===== src/rtl/putc_uart_tx_pkg.sv =====
// Shared types and helpers for the putc UART transmitter.
//   tx_state_t     : serialiser states
//   RAM_BYTE       : width of one character on the CU putc interface
//   UART_DATA_BITS : data bits per 8N1 frame
//   clks_per_bit() : system clocks per UART bit (integer division)
package putc_uart_tx_pkg;

  localparam int RAM_BYTE       = 8;
  localparam int UART_DATA_BITS = 8;

  typedef enum logic [1:0] {
    TX_IDLE,
    TX_START,
    TX_DATA,
    TX_STOP
  } tx_state_t;

  function automatic int clks_per_bit(input int clk_freq, input int baud);
    return clk_freq / baud;
  endfunction

endpackage


===== src/rtl/putc_uart_tx_char_fifo.sv =====
// Synchronous show-ahead character FIFO (reusable on the receive side).
//   clk, rst : clock, synchronous active-high reset (pointers/count only)
//   push,din : write din when push && !full
//   pop,dout : dout always shows the head; pop advances it when !empty
//   full, empty, count : decoded from the registered occupancy count
module char_fifo #(
  parameter int DATA_W = 8,
  parameter int DEPTH  = 16
) (
  input  logic                     clk,
  input  logic                     rst,
  input  logic                     push,
  input  logic [DATA_W-1:0]        din,
  input  logic                     pop,
  output logic [DATA_W-1:0]        dout,
  output logic                     full,
  output logic                     empty,
  output logic [$clog2(DEPTH):0]   count
);

  localparam int PTR_W = $clog2(DEPTH);
  localparam logic [PTR_W:0] FULL_CNT = DEPTH[PTR_W:0];

  if (DEPTH < 2 || (DEPTH & (DEPTH - 1)) != 0) begin : g_bad_depth
    $error("char_fifo: DEPTH must be a power of two >= 2");
  end

  logic [DATA_W-1:0] mem [DEPTH];
  logic [PTR_W-1:0]  wr_ptr;
  logic [PTR_W-1:0]  rd_ptr;
  logic              do_push;
  logic              do_pop;

  assign full    = (count == FULL_CNT);
  assign empty   = (count == '0);
  assign do_push = push && !full;
  assign do_pop  = pop && !empty;
  assign dout    = mem[rd_ptr];

  // Pointers wrap naturally because DEPTH is a power of two.
  always_ff @(posedge clk) begin
    if (rst) begin
      wr_ptr <= '0;
      rd_ptr <= '0;
      count  <= '0;
    end else begin
      if (do_push) wr_ptr <= wr_ptr + 1'b1;
      if (do_pop)  rd_ptr <= rd_ptr + 1'b1;
      case ({do_push, do_pop})
        2'b10:   count <= count + 1'b1;
        2'b01:   count <= count - 1'b1;
        default: count <= count;
      endcase
    end
  end

  // Storage carries data only, so it is not reset.
  always_ff @(posedge clk) begin
    if (do_push) mem[wr_ptr] <= din;
  end

endmodule


===== src/rtl/putc_uart_tx.sv =====
// putc_uart_tx: buffers characters strobed by the control unit and sends
// them as 8N1 UART frames.
//   clk       : system clock
//   rst       : synchronous reset, active-high
//   putc      : one-cycle strobe, push putc_char
//   putc_char : character to send
//   full      : buffer holds FIFO_DEPTH chars, CU must hold off
//   idle      : buffer empty and serialiser idle
//   overrun   : sticky, a putc arrived while full and was dropped
//   tx        : registered UART line, idle high
module putc_uart_tx
  import putc_uart_tx_pkg::*;
#(
  parameter int CLK_FREQ   = 12_000_000,
  parameter int BAUD       = 115_200,
  parameter int FIFO_DEPTH = 16
) (
  input  logic                clk,
  input  logic                rst,
  input  logic                putc,
  input  logic [RAM_BYTE-1:0] putc_char,
  output logic                full,
  output logic                idle,
  output logic                overrun,
  output logic                tx
);

  localparam int CLKS_PER_BIT = clks_per_bit(CLK_FREQ, BAUD);
  localparam int CNT_W        = (CLKS_PER_BIT < 2) ? 1 : $clog2(CLKS_PER_BIT);
  localparam logic [CNT_W-1:0] CNT_TOP  = CNT_W'(CLKS_PER_BIT - 1);
  localparam logic [2:0]       LAST_BIT = 3'(UART_DATA_BITS - 1);

  if (CLKS_PER_BIT < 2) begin : g_bad_baud
    $error("putc_uart_tx: CLK_FREQ/BAUD must be >= 2");
  end

  tx_state_t                  state, state_nxt;
  logic [CNT_W-1:0]           cnt, cnt_nxt;
  logic [2:0]                 bit_idx, bit_idx_nxt;
  logic [UART_DATA_BITS-1:0]  shift, shift_nxt;
  logic                       tx_nxt;
  logic                       pop;
  logic                       fifo_empty;
  logic [RAM_BYTE-1:0]        fifo_dout;
  logic [$clog2(FIFO_DEPTH):0] fifo_count;

  char_fifo #(
    .DATA_W (RAM_BYTE),
    .DEPTH  (FIFO_DEPTH)
  ) u_fifo (
    .clk   (clk),
    .rst   (rst),
    .push  (putc),
    .din   (putc_char),
    .pop   (pop),
    .dout  (fifo_dout),
    .full  (full),
    .empty (fifo_empty),
    .count (fifo_count)
  );

  assign idle = (fifo_count == '0) && (state == TX_IDLE);

  always_comb begin
    state_nxt   = state;
    cnt_nxt     = cnt;
    bit_idx_nxt = bit_idx;
    shift_nxt   = shift;
    pop         = 1'b0;
    case (state)
      TX_IDLE: begin
        if (!fifo_empty) begin
          pop       = 1'b1;
          shift_nxt = fifo_dout;
          cnt_nxt   = CNT_TOP;
          state_nxt = TX_START;
        end
      end
      TX_START: begin
        if (cnt == '0) begin
          cnt_nxt     = CNT_TOP;
          bit_idx_nxt = '0;
          state_nxt   = TX_DATA;
        end else begin
          cnt_nxt = cnt - 1'b1;
        end
      end
      TX_DATA: begin
        if (cnt == '0) begin
          cnt_nxt   = CNT_TOP;
          shift_nxt = shift >> 1;
          if (bit_idx == LAST_BIT) begin
            state_nxt = TX_STOP;
          end else begin
            bit_idx_nxt = bit_idx + 1'b1;
          end
        end else begin
          cnt_nxt = cnt - 1'b1;
        end
      end
      TX_STOP: begin
        if (cnt == '0) begin
          state_nxt = TX_IDLE;
        end else begin
          cnt_nxt = cnt - 1'b1;
        end
      end
      default: state_nxt = TX_IDLE;
    endcase
  end

  // tx is computed from the next state so the line flop changes on the same
  // edge as the state it represents.
  always_comb begin
    case (state_nxt)
      TX_START: tx_nxt = 1'b0;
      TX_DATA:  tx_nxt = shift_nxt[0];
      default:  tx_nxt = 1'b1;
    endcase
  end

  always_ff @(posedge clk) begin
    if (rst) begin
      state   <= TX_IDLE;
      cnt     <= '0;
      bit_idx <= '0;
      tx      <= 1'b1;
      overrun <= 1'b0;
    end else begin
      state   <= state_nxt;
      cnt     <= cnt_nxt;
      bit_idx <= bit_idx_nxt;
      tx      <= tx_nxt;
      if (putc && full) overrun <= 1'b1;
    end
  end

  always_ff @(posedge clk) begin
    shift <= shift_nxt;
  end

endmodule

===== config.mk =====
export PLATFORM = sky130hd
export DESIGN_NAME = putc_uart_tx
export DESIGN_NICKNAME = d
export VERILOG_FILES = /design/src/rtl/putc_uart_tx_pkg.sv /design/src/rtl/putc_uart_tx_char_fifo.sv /design/src/rtl/putc_uart_tx.sv
export SDC_FILE = /design/constraint.sdc
export NUM_CORES = 1
export LEC_CHECK = 0
export BUFFER_PORTS_ARGS = -buffer_cell sky130_fd_sc_hd__clkbuf_2
export CAP_MARGIN = 25
export CORE_MARGIN = 3
export CORE_UTILIZATION = 35
export CTS_CLUSTER_DIAMETER = 30
export CTS_CLUSTER_SIZE = 40
export DETAILED_ROUTE_END_ITERATION = 8
export GPL_ROUTABILITY_DRIVEN = 0
export HOLD_SLACK_MARGIN = 0.05
export SYNTH_ARGS = -nofsm -noshare
export SYNTH_HDL_FRONTEND = slang
export SYNTH_SLANG_ARGS = --single-unit

===== constraint.sdc =====
create_clock -name clk -period 4.8 [get_ports clk]
set_input_delay 0.48 -clock clk [delete_from_list [all_inputs] [get_ports clk]]
set_output_delay 0.48 -clock clk [all_outputs]
set_load 0.005 [all_outputs]

==> results.cfg, run 1 <==
[cts]
cts_tree = yes
holdBufCountCts = 0
root_buffer = clkbuf_16
htree_levels = 4
cts_buffers = 17
cts.clk_slew.worst_paths_ns = 0.06
clock_sinks = 167
postCtsSetupRepairBufs = 0
post_cts_resized = 0
worstSkewPairLatency_ns = 0.42
clk_path_buf_depth = 2

[setup_path]
crit_path_end_kind = flip-flop
worst-r2r-cell-count = 11
crit_arrival_ns = 3.76
r2r_slack_ns = 1.34
endpoint = u_fifo.count[4]
crit_start = u_fifo.count[1]
cp_slowest_cell = or4_4
crit_top_cell = ha_1
worstSetupStartpointType = flip-flop
critPathMaxFanout = 12
critPathMaxStageDelay_ns = 0.59
reg2reg_from = u_fifo.count[1]
crit_required_ns = 5.11
rr_endpoint = u_fifo.count[4]
crit_chain = or4_4 -> o21ai_2 -> inv_1 -> ha_1 -> xor2_1 -> ha_1 -> o21a_1 -> o22a_1 -> a21oi_1 -> mux2i_1 -> mux2_2
setup.worst_path.class = flip-flop to flip-flop

[route]
wire_per_inst_um = 19.5
first_iter_violations = 289
dr_total_vias = 3873
drt-pass1-iter-count = 4
drt-total-wl_mm = 14.6
drtAntennaViolNets = 0
via_per_inst = 5.16
drc = 0

[die]
ioPinCount = 15
num_rows = 51
die_h_um = 148
die-area_um2 = 22000
fp.dieW_um = 148
core_um2 = 19700
start_util_pct = 36.1

[power_and_ir_drop]
p_per_area_nw_per_um2 = 518
p_leak_nw = 2.72
peakVddDrop_v = 0.000262

[synth]
synth_edf_count = 135
synth_simple_gate_area_share_pct = 7.85
synthArstFlopShare_pct = 0
synth-seq-cells = 167
synth_cells = 447
synth_compound_area_share_pct = 5.91
synth-adder-area-share_pct = 3.00
yosys_warnings = 0
yosys.area_share.xor_xnor_pct = 0.988
syn_area_per_cell_um2 = 15.9
synth_ff_type = edfxtp_1
synthMuxAreaShare_pct = 13.6
synth_cell_types = 57
synth_top_family_by_area = multiplexers
yosysSeqAreaShare_pct = 66.2
syn-cell-area_um2 = 7090
synth.net_count = 475

[layout]
fill_cells = 1835
drive_above_1_share_pct = 19.0
antenna_cells = 0
ff_latch_area_um2 = 4700
multi_input_comb_area_um2 = 2240
num-nets-final = 501
final_area_um2 = 8090
areaGrowthSynthToFinish_pct = 14.0

[global_route]
grt_pass1_vias = 4011
use_met2_pct = 23.4
grt_pass1_wl_mm = 23.1
met1_usage_pct = 18.2
grtUsageMet3_pct = 3.87
grt_max_degree = 33
grt.overflow.total = 0
antenna_found_initial = 0
gr-max-usage-layer = met2
grt_usage_pct = 14.1

[run_status]
status = finished clean

[sta]
slew_headroom_pct = 40.1
period_share_pct = 72.0
clock-skew-final_ns = 0.00841
setup_viol = 0
hold_viol = 0
min_period_ns = 3.46
slew_violations = 0
fin_setup_tns_ns = 0
tightest_slew_ns = 0.898
clock.fmax_ghz = 0.289
grt_setup_unrepaired = false

[hold_path]
min_path_type = input port to flip-flop

[flow_run]
maxCapViolCount = 0

[place]
port_buffers = 14
place_hpwl_mm = 9.57
placed_area_um2 = 7510
## cell usage after synthesis (3+ instances only)
cell / number / share of area, %
mux2i_1: 4 / 0.56
nand2b_1: 5 / 0.44
mux4_1: 18 / 6.7
mux4_2: 17 / 5.4
a21boi_0: 3 / 0.32
buf_2: 4 / 0.28
nand3_1: 7 / 0.49
edfxtp_1: 135 / 57
a211oi_1: 3 / 0.32
nor3_1: 13 / 0.92
a22o_1: 6 / 0.74
o21ai_0: 9 / 0.64
dfxtp_1: 32 / 9.0
o32ai_1: 3 / 0.37
or3_1: 4 / 0.35
xor2_1: 6 / 0.74
nand2_1: 15 / 0.79
ha_1: 17 / 3.0
a22oi_1: 3 / 0.32
clkbuf_1: 11 / 0.58
nor2b_1: 3 / 0.26
inv_1: 13 / 0.69
a31oi_1: 3 / 0.26
mux2_2: 6 / 0.95
a21oi_1: 21 / 1.5
nor2_1: 47 / 2.5
## final cells by class
class,instances,area share (%)
Inverter,13,0.603
Multi-Input combinational cell,245,27.7
Tap cell,265,4.10
Clock buffer,18,5.31
Timing Repair Buffer,29,2.69
Clock inverter,13,1.50
Sequential cell,167,58.1
## worst max-delay path, delay by kind of cell, from the launching register on
kind / cells / cell delay [ns]
and+or+nand+nor: 1 / 0.59
muxes: 2 / 0.57
adders and majority gates: 2 / 0.58
AOI/OAI and AO/OA: 4 / 0.79
xor gates and xnor gates: 1 / 0.18
DFF: 1 / 0.39
buffers and inverters: 1 / 0.25
## flip-flops by register name (all words and copies together), names as in the netlist, named ones only
name           flops
bit_idx            3
cnt                7
overrun            1
shift              8
state              2
tx                 1
u_fifo.count       5
u_fifo.mem       128
u_fifo.rd_ptr      4
u_fifo.wr_ptr      4
## routing by layer
layer  share of wire (%)  up-vias
li1                    -     1809
met5                   0        -
met2                  50       80
met4                 1.0        0
met3                 3.7        8
met1                  46     1976
## power breakdown
group / internal (mW) / total [mW] / leakage (nW) / switching (mW)
sequential: 1.72 / 1.82 / 1.49 / 0.105
clock: 0.718 / 1.28 / 0.265 / 0.566
combinational: 0.485 / 1.09 / 0.969 / 0.601
## worst min-delay path by stage
stage / slack [ns] / from / cells past startpoint / end
after floorplan: 0.44 / shift[0] / 2 / shift[0]
after global placement: 0.45 / overrun / 2 / overrun
after detailed placement: 0.46 / shift[0] / 2 / shift[0]
after CTS: 0.28 / putc / 3 / overrun
after global routing: 0.33 / putc / 3 / overrun
final: 0.30 / putc / 3 / overrun
## per-stage QoR
stage                     hold WS (ns)  worst slack, ns  utilization [%]  power (mW)  cells
after floorplan                  0.443             1.51                -        2.68    447
after global placement           0.453             1.44             37.7        2.89    706
after detailed placement         0.462             1.33             38.2        2.94    716
after CTS                        0.284             1.31             41.0        4.23    747
after global routing             0.326             1.09             41.1        4.42    750
final                            0.305             1.34             41.1        4.19    750
## cell families (layout without fill, tap and decap cells)
logic type	after synthesis	after routing
flops	167	167
simple gates	111	111
compound gates	64	64
mux	45	45
buf+inv	35	73
fa+ha+maj	17	17
xor+xnor	8	8
## cell usage in the layout (no fill, tap or decap), drive strengths merged, types with 2 or more instances in the layout
cell type and instances:
nand2 15, mux4 35, mux2i 4, o22ai 2
ha 17, dfxtp 32, edfxtp 135, or3 4
clkinvlp 2, nand2b 5, a21oi 21, nor2b 3
nor2 47, a22o 6, nand3 7, or4 2
o32ai 3, nor4 3, nor3 14, a31oi 3
a211oi 3, mux2 6, o21ai 10, clkinv 5
or3b 2, buf 15, clkbuf 32, xor2 6
a21boi 4, xnor2 2, inv 18, or2 2
a22oi 3
Power figures use the tool's default switching activity.
==> run 2, diff against run 1 <==
clock period = 3 ns   (was 4.8 ns; I/O delays follow)
==> results.cfg, run 2 (synthesis results as in run 1) <==
[run_status]
status = finished clean

[die]
die-area_um2 = 22000
core_um2 = 19700
fp.dieW_um = 148
num_rows = 51
start_util_pct = 36.1
ioPinCount = 15
die_h_um = 148

[layout]
antenna_cells = 0
final_cell_mix = edfxtp_1 (135), nor2_1 (47), dfxtp_1 (29)
num-nets-final = 516
fill_cells = 1788
final_cells = 766
final_common_cell = edfxtp_1
areaGrowthSynthToFinish_pct = 15.8
largest_reg_flops = 128
final_area_um2 = 8210
top_regs = u_fifo.mem (128), shift (8), cnt (7)
top_register = u_fifo.mem
drive_above_1_share_pct = 22.2

[cts]
clk_path_buf_depth = 2
cts_buffers = 17
cts.clk_slew.worst_paths_ns = 0.07
holdBufCountCts = 0
worstSkewPairLatency_ns = 0.43
clock_sinks = 167
htree_levels = 4
root_buffer = clkbuf_16
cts_tree = yes

[setup_path]
critPathMaxFanout = 8
crit_path_end_kind = flip-flop
critPathBufInv = 1
r2r_slack_ns = 0.12
critical-path-top-delay-family = compound AO/OA/AOI/OAI gates
crit_arrival_ns = 3.20
crit_cells = 11
worst-r2r-cell-count = 11
worstSetupStartpointType = flip-flop
crit_start = u_fifo.count[3]
crit_chain = or4_4 -> o21ai_4 -> inv_2 -> ha_4 -> xor2_1 -> ha_2 -> o21a_1 -> o22a_1 -> a21oi_2 -> mux2i_1 -> mux2_2
rr_endpoint = u_fifo.count[4]
critPathMaxStageDelay_ns = 0.56
cp_slowest_cell = or4_4
crit_required_ns = 3.32
reg2reg_from = u_fifo.count[3]
setup.worst_path.class = flip-flop to flip-flop

[route]
drc = 0
drt-pass1-iter-count = 5
drtAntennaViolNets = 0
wire_per_inst_um = 19.3
dr_total_vias = 3984
via_per_inst = 5.20
first_iter_violations = 229
drt-total-wl_mm = 14.8

[place]
dp.cells = 733
port_buffers = 14
placed_area_um2 = 7630
pre_cts_slack_ns = 0.0617
place_hpwl_mm = 9.73

[sta]
min_period_ns = 2.88
period_share_pct = 96.0
hold_viol = 0
clock.fmax_ghz = 0.347
slew_violations = 0
fin_ws_ns = 0.121
slew_headroom_pct = 38.7
tightest_slew_ns = 0.917
setup_viol = 0
grt_setup_unrepaired = false
clock-skew-final_ns = 0.0137

[global_route]
grt_pass1_wl_mm = 23.5
grt_pass1_vias = 4140
grt_usage_pct = 14.2
grt_max_degree = 35
grt.overflow.total = 0
antenna_found_initial = 0

[hold_path]
holdCritStartpoint = putc
hold_end = overrun
min_path_type = input port to flip-flop
whs_path_depth = 3

[flow_run]
maxCapViolCount = 0

[power_and_ir_drop]
p_per_area_nw_per_um2 = 845
p_leak_nw = 2.79
peakVddDrop_v = 0.000436
power_mw = 6.94
==> run 2: cell count changes in the layout (fill, tap and decap cells not counted), moves of 2 or more <==
cell | previous run | this run
nor3_2 | 4 | 0
nor3_1 | 9 | 13
buf_4 | 4 | 28
dfxtp_2 | 1 | 3
buf_6 | 10 | 1
ha_1 | 17 | 15
dfxtp_1 | 31 | 29
==> run 2: area by class of cell <==
class                           instances  area [um2]  share of cell area (%)
Sequential cell                       167        4700                    57.2
Clock buffer                           19         433                    5.27
Tap cell                              265         332                    4.04
Multi-Input combinational cell        245        2250                    27.5
Clock inverter                         13         134                    1.63
Timing Repair Buffer                   44         312                    3.79
Inverter                               13        48.8                   0.594
==> run 2: worst register-to-register path, cell delays in order, from the launching register on <==
cell	delay, ns
dfxtp_2	0.34
or4_4	0.56
o21ai_4	0.18
inv_2	0.07
ha_4	0.19
xor2_1	0.16
ha_2	0.19
o21a_1	0.16
o22a_1	0.20
a21oi_2	0.16
mux2i_1	0.22
mux2_2	0.35
==> run 2: power by group <==
group / total (mW) / leakage, nW / switching (mW) / internal (mW)
Sequential: 2.88 / 1.49 / 0.130 / 2.75
Combinational: 1.96 / 1.03 / 1.07 / 0.892
Clock: 2.10 / 0.275 / 0.932 / 1.17
Total: 6.94 / 2.79 / 2.13 / 4.81
==> run 2: metal layers <==
layer / wire [um] / track usage, %
met1: 6430 / 18.0
met3: 607 / 3.47
met5: 0 / 0
met2: 7630 / 24.3
met4: 121 / 3.97
==> run 2: worst max path at each step <==
stage,endpoint,slack (ns)
floorplan,u_fifo.count[4],-0.07
global placement,u_fifo.count[4],0.16
detailed placement,u_fifo.count[4],0.06
CTS,u_fifo.count[4],0.05
global route,u_fifo.count[4],0.005
finish,u_fifo.count[4],0.12
==> run 2: per-stage QoR <==
step | TNS, ns | utilization, % | hold WS (ns)
2_1_floorplan | -0.0659 | - | 0.399
3_3_place_gp | 0 | 38.8 | 0.456
3_5_place_dp | 0 | 38.8 | 0.462
4_1_cts | 0 | 41.7 | 0.114
5_1_grt | 0 | 41.8 | 0.133
6_report | 0 | 41.8 | 0.122
==> run 2: repair_timing <==
action | CTS | global route
setup endpoints to repair | 0 | 2
buffers inserted | 0 | 1
gates resized for setup | 0 | 3
